$ cat src/rtl/sys_mng_pkg.sv
// Shared definitions for the System Monitor alarm logic: channel indices,
// ADC code width, scan FSM states and the default alarm limits.
package sys_mng_pkg;

  localparam int unsigned ADC_W  = 12;
  localparam int unsigned RAW_W  = 16;
  localparam int unsigned NUM_CH = 4;

  localparam logic [1:0] CH_TEMP    = 2'd0;
  localparam logic [1:0] CH_VCCINT  = 2'd1;
  localparam logic [1:0] CH_VCCAUX  = 2'd2;
  localparam logic [1:0] CH_VCCBRAM = 2'd3;

  typedef enum logic [1:0] {
    ST_IDLE,
    ST_LATCH,
    ST_EVAL,
    ST_DONE
  } state_t;

  // Default limits in 12-bit ADC codes
  localparam logic [ADC_W-1:0] DEF_TEMP_UPPER    = 12'hB79;  // ~85 C
  localparam logic [ADC_W-1:0] DEF_TEMP_LOWER    = 12'h000;  // disabled
  localparam logic [ADC_W-1:0] DEF_TEMP_CRIT     = 12'hBF2;  // ~100 C
  localparam logic [ADC_W-1:0] DEF_VCCINT_UPPER  = 12'h4AC;
  localparam logic [ADC_W-1:0] DEF_VCCINT_LOWER  = 12'h466;
  localparam logic [ADC_W-1:0] DEF_VCCAUX_UPPER  = 12'hA14;
  localparam logic [ADC_W-1:0] DEF_VCCAUX_LOWER  = 12'h91F;
  localparam logic [ADC_W-1:0] DEF_VCCBRAM_UPPER = 12'h4AC;
  localparam logic [ADC_W-1:0] DEF_VCCBRAM_LOWER = 12'h466;

endpackage

$ cat src/rtl/sys_mng_alarm_monitor.sv
// Periodic limit checker for System Monitor readings.
// Every SAMPLE_PERIOD clocks (while ENABLE) it snapshots the four readings and
// walks them through one shared comparator, applying debounce on assertion and
// hysteresis on release.
// Ports:
//   CLK, RESETN            clock, async active-low reset
//   ENABLE                 allow scans to start
//   TEMP/VCCINT/VCCAUX/VCCBRAM  raw 16-bit readings, code in [15:4], 0 = no data
//   STICKY_CLR             clears STICKY (a coincident set wins)
//   OVER/UNDER/ALARM       per-channel level alarms (bit0 TEMP .. bit3 VCCBRAM)
//   STICKY                 alarm history
//   IRQ                    one-cycle pulse after a scan that raised OVER/UNDER
//   SHUTDOWN_REQ           latched over-temperature request
module sys_mng_alarm_monitor
  import sys_mng_pkg::*;
#(
  parameter int unsigned      SAMPLE_PERIOD = 1000,
  parameter int unsigned      DEBOUNCE      = 3,
  parameter int unsigned      HYST          = 8,
  parameter logic [ADC_W-1:0] TEMP_UPPER    = DEF_TEMP_UPPER,
  parameter logic [ADC_W-1:0] TEMP_LOWER    = DEF_TEMP_LOWER,
  parameter logic [ADC_W-1:0] TEMP_CRIT     = DEF_TEMP_CRIT,
  parameter logic [ADC_W-1:0] VCCINT_UPPER  = DEF_VCCINT_UPPER,
  parameter logic [ADC_W-1:0] VCCINT_LOWER  = DEF_VCCINT_LOWER,
  parameter logic [ADC_W-1:0] VCCAUX_UPPER  = DEF_VCCAUX_UPPER,
  parameter logic [ADC_W-1:0] VCCAUX_LOWER  = DEF_VCCAUX_LOWER,
  parameter logic [ADC_W-1:0] VCCBRAM_UPPER = DEF_VCCBRAM_UPPER,
  parameter logic [ADC_W-1:0] VCCBRAM_LOWER = DEF_VCCBRAM_LOWER
) (
  input  logic              CLK,
  input  logic              RESETN,
  input  logic              ENABLE,
  input  logic [RAW_W-1:0]  TEMP,
  input  logic [RAW_W-1:0]  VCCINT,
  input  logic [RAW_W-1:0]  VCCAUX,
  input  logic [RAW_W-1:0]  VCCBRAM,
  input  logic              STICKY_CLR,
  output logic [NUM_CH-1:0] OVER,
  output logic [NUM_CH-1:0] UNDER,
  output logic [NUM_CH-1:0] ALARM,
  output logic [NUM_CH-1:0] STICKY,
  output logic              IRQ,
  output logic              SHUTDOWN_REQ
);

  localparam int unsigned CNT_W = (SAMPLE_PERIOD > 1) ? $clog2(SAMPLE_PERIOD) : 1;
  localparam int unsigned DEB_W = 4;
  localparam int unsigned CMP_W = ADC_W + 1;

  // Reject parameter sets whose hysteresis windows would wrap
  if (SAMPLE_PERIOD < 8 || DEBOUNCE < 1 || DEBOUNCE > 15 ||
      32'(TEMP_UPPER) < HYST || 32'(VCCINT_UPPER) < HYST ||
      32'(VCCAUX_UPPER) < HYST || 32'(VCCBRAM_UPPER) < HYST ||
      32'(TEMP_LOWER) + HYST > 4095 || 32'(VCCINT_LOWER) + HYST > 4095 ||
      32'(VCCAUX_LOWER) + HYST > 4095 || 32'(VCCBRAM_LOWER) + HYST > 4095) begin : g_param_check
    $error("sys_mng_alarm_monitor: illegal parameter set");
  end

  state_t             state_q, state_d;
  logic [CNT_W-1:0]   tick_cnt_q;
  logic               tick_c;
  logic [1:0]         ch_q, ch_d;
  logic               rise_q, rise_d;
  logic               irq_d, shutdown_d;
  logic [RAW_W-1:0]   snap_q [NUM_CH];
  logic [DEB_W-1:0]   over_cnt_q [NUM_CH];
  logic [DEB_W-1:0]   under_cnt_q [NUM_CH];
  logic [DEB_W-1:0]   over_cnt_d [NUM_CH];
  logic [DEB_W-1:0]   under_cnt_d [NUM_CH];
  logic [NUM_CH-1:0]  over_d, under_d;
  logic [RAW_W-1:0]   raw_c;
  logic [ADC_W-1:0]   code_c, upper_c, lower_c;
  logic [CMP_W-1:0]   over_rel_c, under_rel_c;
  logic [DEB_W-1:0]   ocnt_c, ucnt_c;

  assign tick_c = (tick_cnt_q == CNT_W'(SAMPLE_PERIOD - 1));

  // Free-running scan timer
  always_ff @(posedge CLK or negedge RESETN) begin : p_tick
    if (!RESETN) tick_cnt_q <= '0;
    else         tick_cnt_q <= tick_c ? '0 : tick_cnt_q + CNT_W'(1);
  end

  // Shared comparator operands for the channel under evaluation
  always_comb begin : p_chan_sel
    raw_c   = snap_q[ch_q];
    code_c  = raw_c[RAW_W-1 -: ADC_W];
    upper_c = TEMP_UPPER;
    lower_c = TEMP_LOWER;
    case (ch_q)
      CH_VCCINT:  begin upper_c = VCCINT_UPPER;  lower_c = VCCINT_LOWER;  end
      CH_VCCAUX:  begin upper_c = VCCAUX_UPPER;  lower_c = VCCAUX_LOWER;  end
      CH_VCCBRAM: begin upper_c = VCCBRAM_UPPER; lower_c = VCCBRAM_LOWER; end
      default:    begin upper_c = TEMP_UPPER;    lower_c = TEMP_LOWER;    end
    endcase
    over_rel_c  = {1'b0, upper_c} - CMP_W'(HYST);
    under_rel_c = {1'b0, lower_c} + CMP_W'(HYST);
  end

  // Scan sequencing and per-channel debounce/hysteresis update
  always_comb begin : p_fsm_next
    state_d     = state_q;
    ch_d        = ch_q;
    rise_d      = rise_q;
    irq_d       = 1'b0;
    shutdown_d  = SHUTDOWN_REQ;
    over_d      = OVER;
    under_d     = UNDER;
    over_cnt_d  = over_cnt_q;
    under_cnt_d = under_cnt_q;
    ocnt_c      = over_cnt_q[ch_q];
    ucnt_c      = under_cnt_q[ch_q];

    case (state_q)
      ST_IDLE: begin
        if (tick_c && ENABLE) state_d = ST_LATCH;
      end
      ST_LATCH: begin
        ch_d    = '0;
        rise_d  = 1'b0;
        state_d = ST_EVAL;
      end
      ST_EVAL: begin
        // An all-zero raw word means the monitor has not produced data yet
        if (raw_c != '0) begin
          if (code_c > upper_c) begin
            if (ocnt_c != DEB_W'(DEBOUNCE)) ocnt_c = ocnt_c + DEB_W'(1);
            if (ocnt_c == DEB_W'(DEBOUNCE)) over_d[ch_q] = 1'b1;
          end else begin
            ocnt_c = '0;
            if ({1'b0, code_c} < over_rel_c) over_d[ch_q] = 1'b0;
          end
          if (code_c < lower_c) begin
            if (ucnt_c != DEB_W'(DEBOUNCE)) ucnt_c = ucnt_c + DEB_W'(1);
            if (ucnt_c == DEB_W'(DEBOUNCE)) under_d[ch_q] = 1'b1;
          end else begin
            ucnt_c = '0;
            if ({1'b0, code_c} > under_rel_c) under_d[ch_q] = 1'b0;
          end
          over_cnt_d[ch_q]  = ocnt_c;
          under_cnt_d[ch_q] = ucnt_c;
          if (ch_q == CH_TEMP && code_c >= TEMP_CRIT) shutdown_d = 1'b1;
          rise_d = rise_q | (|((over_d & ~OVER) | (under_d & ~UNDER)));
        end
        if (ch_q == 2'(NUM_CH - 1)) state_d = ST_DONE;
        else                        ch_d    = ch_q + 2'd1;
      end
      ST_DONE: begin
        irq_d   = rise_q;
        state_d = ST_IDLE;
      end
      default: state_d = ST_IDLE;
    endcase
  end

  // State, snapshot and output registers
  always_ff @(posedge CLK or negedge RESETN) begin : p_regs
    if (!RESETN) begin
      state_q      <= ST_IDLE;
      ch_q         <= '0;
      rise_q       <= 1'b0;
      OVER         <= '0;
      UNDER        <= '0;
      ALARM        <= '0;
      STICKY       <= '0;
      IRQ          <= 1'b0;
      SHUTDOWN_REQ <= 1'b0;
      for (int i = 0; i < NUM_CH; i++) begin
        snap_q[i]      <= '0;
        over_cnt_q[i]  <= '0;
        under_cnt_q[i] <= '0;
      end
    end else begin
      state_q      <= state_d;
      ch_q         <= ch_d;
      rise_q       <= rise_d;
      OVER         <= over_d;
      UNDER        <= under_d;
      ALARM        <= over_d | under_d;
      STICKY       <= (STICKY & ~{NUM_CH{STICKY_CLR}}) | ALARM;
      IRQ          <= irq_d;
      SHUTDOWN_REQ <= shutdown_d;
      over_cnt_q   <= over_cnt_d;
      under_cnt_q  <= under_cnt_d;
      if (state_q == ST_LATCH) begin
        snap_q[CH_TEMP]    <= TEMP;
        snap_q[CH_VCCINT]  <= VCCINT;
        snap_q[CH_VCCAUX]  <= VCCAUX;
        snap_q[CH_VCCBRAM] <= VCCBRAM;
      end
    end
  end

endmodule

$ cat config.mk
export PLATFORM = sky130hd
export DESIGN_NAME = sys_mng_alarm_monitor
export DESIGN_NICKNAME = d
export VERILOG_FILES = /design/src/rtl/sys_mng_pkg.sv /design/src/rtl/sys_mng_alarm_monitor.sv
export SDC_FILE = /design/constraint.sdc
export NUM_CORES = 1
export LEC_CHECK = 0
export CORE_MARGIN = 2
export CORE_UTILIZATION = 37
export CTS_CLUSTER_SIZE = 28
export DETAILED_ROUTE_END_ITERATION = 7
export GPL_TIMING_DRIVEN = 0
export PLACE_DENSITY = 0.68
export SETUP_SLACK_MARGIN = 0.15
export SYNTH_ARGS = -nofsm -noshare
export SYNTH_HDL_FRONTEND = slang
export SYNTH_SLANG_ARGS = --single-unit
$ cat constraint.sdc
create_clock -name CLK -period 9.13 [get_ports CLK]
set_clock_uncertainty 0.2 [all_clocks]
set_input_delay 1.826 -clock CLK [delete_from_list [all_inputs] [get_ports CLK]]
set_output_delay 1.826 -clock CLK [all_outputs]
set_load 0.005 [all_outputs]
* Word-level counts from Yosys, hierarchy flattened
Cells that the tools add are included.
** Word-level totals
- Bits in registers :: 129
- Output and inout bits :: 18
- Logic and storage cells :: 137
** Operators by class
- $add $sub $neg :: 6
- Order comparisons :: 9
- Equal/unequal tests :: 15
- Muxes and demuxes :: 54
- Bitwise gates (word level) :: 16
- Reductions and logical operators :: 15
** Operators by type and width (number)
- $mux W4 :: 33
- $pmux W12 S2 :: 2
- $bmux W16 S2 :: 1
- $bwmux W16 :: 2
- $mux W16 :: 2
- $and A4 B4 Y4 :: 5
- $or A4 B4 Y4 :: 5
- $bmux W4 S2 :: 2
- $not A4 Y4 :: 4
- $reduce_bool A16 Y1 :: 1
- $add A12 B4 Y13 const B :: 1
- $gt A12 B13 Y1 :: 1
- $lt A12 B13 Y1 :: 1
- $sub A12 B4 Y13 const B :: 1
- $ge A12 B12 Y1 const B :: 1
- $gt A12 B12 Y1 :: 1
- $lt A12 B12 Y1 :: 1
- $add A10 B1 Y10 const B :: 1
- $eq A10 B10 Y1 const B :: 1
- $mux W10 :: 1
- $add A4 B1 Y4 const B :: 2
- $demux W4 S2 :: 1
- $eq A2 B2 Y1 const B :: 4
- $eq A4 B2 Y1 const B :: 2
- other kinds (23) :: 39

* Depth between registers and ports, before layout
- Depth after elaboration :: 20
- Mapped depth :: 16
- Mapped depth without buffers :: 13

* Worst setup path after synthesis
No wires, ideal clock.
- Path kind :: register to register
- Start point :: register ch_q[1]
- End point :: register OVER[2]
- Arrival time :: 3.806 ns
- Setup slack :: 5.005 ns
- Stages on the path, launching flop included :: 16
- Clock period less this slack :: 4.125 ns
- Path through :: dfrtp_1 clkbuf_1 clkbuf_1 inv_1 ha_1 clkbuf_1 inv_1 o21ai_0 ha_1 nand4_1 nor2_1 nand4_2 or3_1 o21a_2 or4_4 and2_1
** Between the ends
- Cells in the longest elaborated chain, start to end :: 16
** Ends and longest elaborated chain
- from (decl) :: RTL line sys_mng_alarm_monitor.sv:62 : logic [1:0] ch_q, ch_d;
- from (signal assigned) :: RTL line sys_mng_alarm_monitor.sv:175 : ch_q <= ch_d;
- parallel branches: the longest is 14 deep, another holds $sub A12 B4 Y13
- $mux W4 * :: RTL line sys_mng_alarm_monitor.sv:125 : if (raw_c != '0) begin
- $mux W4 * :: RTL line sys_mng_alarm_monitor.sv:114 : case (state_q)
- net over_d[2] :: RTL line sys_mng_alarm_monitor.sv:70 : logic [NUM_CH-1:0] over_d, under_d;
- to (signal assigned) :: RTL line sys_mng_alarm_monitor.sv:177 : OVER <= over_d;
- to (decl) :: RTL line sys_mng_alarm_monitor.sv:38 : output logic [NUM_CH-1:0] OVER,
Mark *: on every way through the listed nets, which the timed path passes. The select of a mux whose other input is x is not followed.
A chain may end at the register's enable or synchronous reset.

* Final worst setup path
- Start point :: register ch_q[1]
- End point :: register ALARM[1]
** Between the ends
- Cells in the longest elaborated chain, start to end :: 17
** Ends and longest elaborated chain
- parallel branches: the longest is 16 deep, another holds $sub A12 B4 Y13
- $or A4 B4 Y4 * :: RTL line sys_mng_alarm_monitor.sv:179 : ALARM <= over_d | under_d;
- to (signal assigned) :: RTL line sys_mng_alarm_monitor.sv:179
- to (decl) :: RTL line sys_mng_alarm_monitor.sv:40 : output logic [NUM_CH-1:0] ALARM,
Every way passes the cells marked *. The select of a mux whose other input is x is not followed.

==> run summary <==
Startpoint Class - flip-flop
Mapped Cells - 542
LEAKAGE - 4.088 nW
CTS sink cnt - 129
ant diodes - 0
final core utilization - 47.68%
Synth Cell Area - 6849 um2
pre-CTS WS - 3.733 ns
clock power share - 53.0%
layout cells sized above 1 - 24.24%
clk_lat worst skew - 0.42 ns
drc violations - 6
fin worst setup slack - 3.594 ns
IO Pins - 86
Logic pwr share - 3.2%
CP max stage cell - o21ai_0
Peak Freq - 180.7 MHz
Sw Share - 20.97%
Hold Violations, Final - 0
Port Buffers - 85
syn nets - 650
Final min period - 5.536 ns
HPWL Detailed - 12170 um
# rows - 49
CP top delay family - compound AO/OA/AOI/OAI gates
sequential fraction of design power - 43.7%
Post-Place Cells - 857
post-CTS setup buffers - 0
Tot GR Track Use - 17.25%
Post-Syn Area per Cell - 12.64 um2
final instance count without filler cells - 889
max-cap viol count - 0
Final nets - 755
initial antenna violation count - 0
worst hold path class - flip-flop to flip-flop
CP endpoint kind - flip-flop
CTS buffer count - 17
number of distinct library cells after synthesis - 65
H-tree depth - 4
Min Hold Slack - 0.2531 ns
ys async rst share - 100.0%
Post-synth EDFFs - 0
max-slew violation count - 0
vias in the first global route - 5166
most common library cells after synthesis - dfrtp_1, mux2_2, ha_1
Initial DRC Count - 266
required time of the critical path - 9.20 ns
area grow syn2layout - 25.90%
failing checks - design-rule violations
cell taking the most area after synthesis - dfrtp_1
post-synth top area share - 47.13%
status - complete, but fails checks
Avg Vias per Cell - 5.466
synth top area cells - dfrtp_1, mux2_2, ha_1, mux4_2, mux4_1
Arr. time, crit path - 5.61 ns
Final period util - 60.63%
CP max FO - 10
CP Class - flip-flop to flip-flop
first-pass GRT wire length - 26490 um
worst path bufs/invs - 5
DR pass1 iterations - 7
# hold bufs at CTS - 0
RSZ-0062 raised after global routing - false
VDD IR max - 146.5 uV
CTS resizes - 0
Seq/Total Area, Yosys - 47.13%
Int Pwr - 1.033 mW
Slew @ Worst Pin - 0.8940 ns
Pwr Density - 151.6 nW/um2
largest net degree at the start of global routing - 96
most common cell in the synthesized netlist - dfrtp_1
Reg clk slew, reported paths - 0.06 ns
core area - 18090 um2
#FFs+latches synth - 129
Routed WL - 16220 um
Max clock buf depth - 2
Routed wire per std cell - 18.25 um
placer congestion estimate - 0.9021
initial core utilization - 37.87%
CP peak stage delay - 0.73 ns
Setup TNS Final - 0 ns
root buf cell - clkbuf_16
full die area - 19620 um2
setup violators final - 0
Main synth FF type - dfrtp_1
GRT Residual Overflow - 0
Die H - 140.1 um
antenna-violating nets left - 0
Ys Warns - 0
CTS tree - yes
crit-path most repeated cell - clkbuf_1
worst rel slew slack - 39.77%
worst-path cell chain - clkbuf_1 -> clkbuf_1 -> inv_1 -> ha_1 -> clkbuf_1 -> inv_1 -> o21ai_0 -> ha_1 -> nand3_1 -> nor2_1 -> o211ai_1 -> o21ai_0 -> o2111ai_1 -> nor2_1 -> o211ai_1
via count - 4859
P_sw - 0.2742 mW
Die W - 140.1 um
-- worst register-to-register path: cells and delay by family, from the launching register on --
kind / cells / cell delay (ns)
and+or+nand+nor: 3 / 0.59
adders and majority gates: 2 / 0.74
DFF: 1 / 0.40
buffers and inverters: 5 / 1.67
AOI/OAI and AO/OA: 5 / 1.79
-- cells in the final DEF, fill, tap and decap left out, types with 12 or more instances in the layout --
cell type and n:
dfrtp_1 129, mux2_2 99, clkdlybuf4s50_1 84, ha_1 40, nor2_1 38, inv_1 23
nand2_1 18, clkbuf_16 17, clkbuf_1 12, mux4_2 12
-- power groups by stage --
stage	Clock (mW)	Combinational, mW	Sequential [mW]
detailed placement	0	0.0435	0.582
global placement	0	0.0410	0.582
global route	0.738	0.0461	0.571
CTS	0.709	0.0437	0.572
finish	0.693	0.0423	0.572
floorplan	0	0.000460	0.582
-- flip-flops by register name, summed over array words and instances (netlist names) --
register      count
snap_q           64
IRQ               1
state_q           2
ch_q              2
OVER              4
rise_q            1
tick_cnt_q       10
under_cnt_q      16
SHUTDOWN_REQ      1
STICKY            4
UNDER             4
over_cnt_q       16
ALARM             4
-- cell families after synthesis --
logic type / Yosys count / share of synthesized area, %
flops: 129 / 47.13
mux: 121 / 23.58
simple gates: 111 / 8.239
compound gates: 85 / 9.262
buf+inv: 42 / 2.576
fa+ha+maj: 40 / 7.307
xor+xnor: 14 / 1.900
-- path summary, 6_finish.rpt --
check / start / end / slack, ns / cells past startpoint
max reg2reg: ch_q[1]$_DFFE_PN0P_ / ALARM[1]$_DFF_PN0_ / 3.59 / 15
min in group asynchronous: RESETN / STICKY[3]$_DFF_PN0_ / 1.11 / 1
max in group asynchronous: RESETN / snap_q[30]$_DFFE_PN0P_ / 6.86 / 2
min: ALARM[1]$_DFF_PN0_ / STICKY[1]$_DFF_PN0_ / 0.25 / 1
min reg2reg: ALARM[1]$_DFF_PN0_ / STICKY[1]$_DFF_PN0_ / 0.25 / 1
max: ch_q[1]$_DFFE_PN0P_ / ALARM[1]$_DFF_PN0_ / 3.59 / 15
-- cell type report --
cell class                      count  area (um2)
Fill cell                        1566        9463
Inverter                           23       86.33
Sequential cell                   129        3228
Multi-Input combinational cell    371        3445
Tap cell                          229       286.5
Timing Repair Buffer               86       879.6
Buffer                             19       90.09
Clock inverter                     13       175.2
Clock buffer                       19       432.9
-- layer usage --
layer,vias to the layer above,track usage [%],routed length (um)
met4,0,5.157,262
li1,2243,-,-
met3,25,5.949,1031
met2,157,29.35,7963
met5,-,0,0
met1,2434,20.81,6964
-- stage by stage --
step           instance area (um2)  power (mW)
2_1_floorplan                 6849      0.5828
3_3_place_gp                  7986      0.6234
3_5_place_dp                  8015      0.6256
4_1_cts                       8623       1.325
5_1_grt                       8623       1.356
6_report                      8623       1.307
Note: power is estimated with default switching activity, not from simulation.
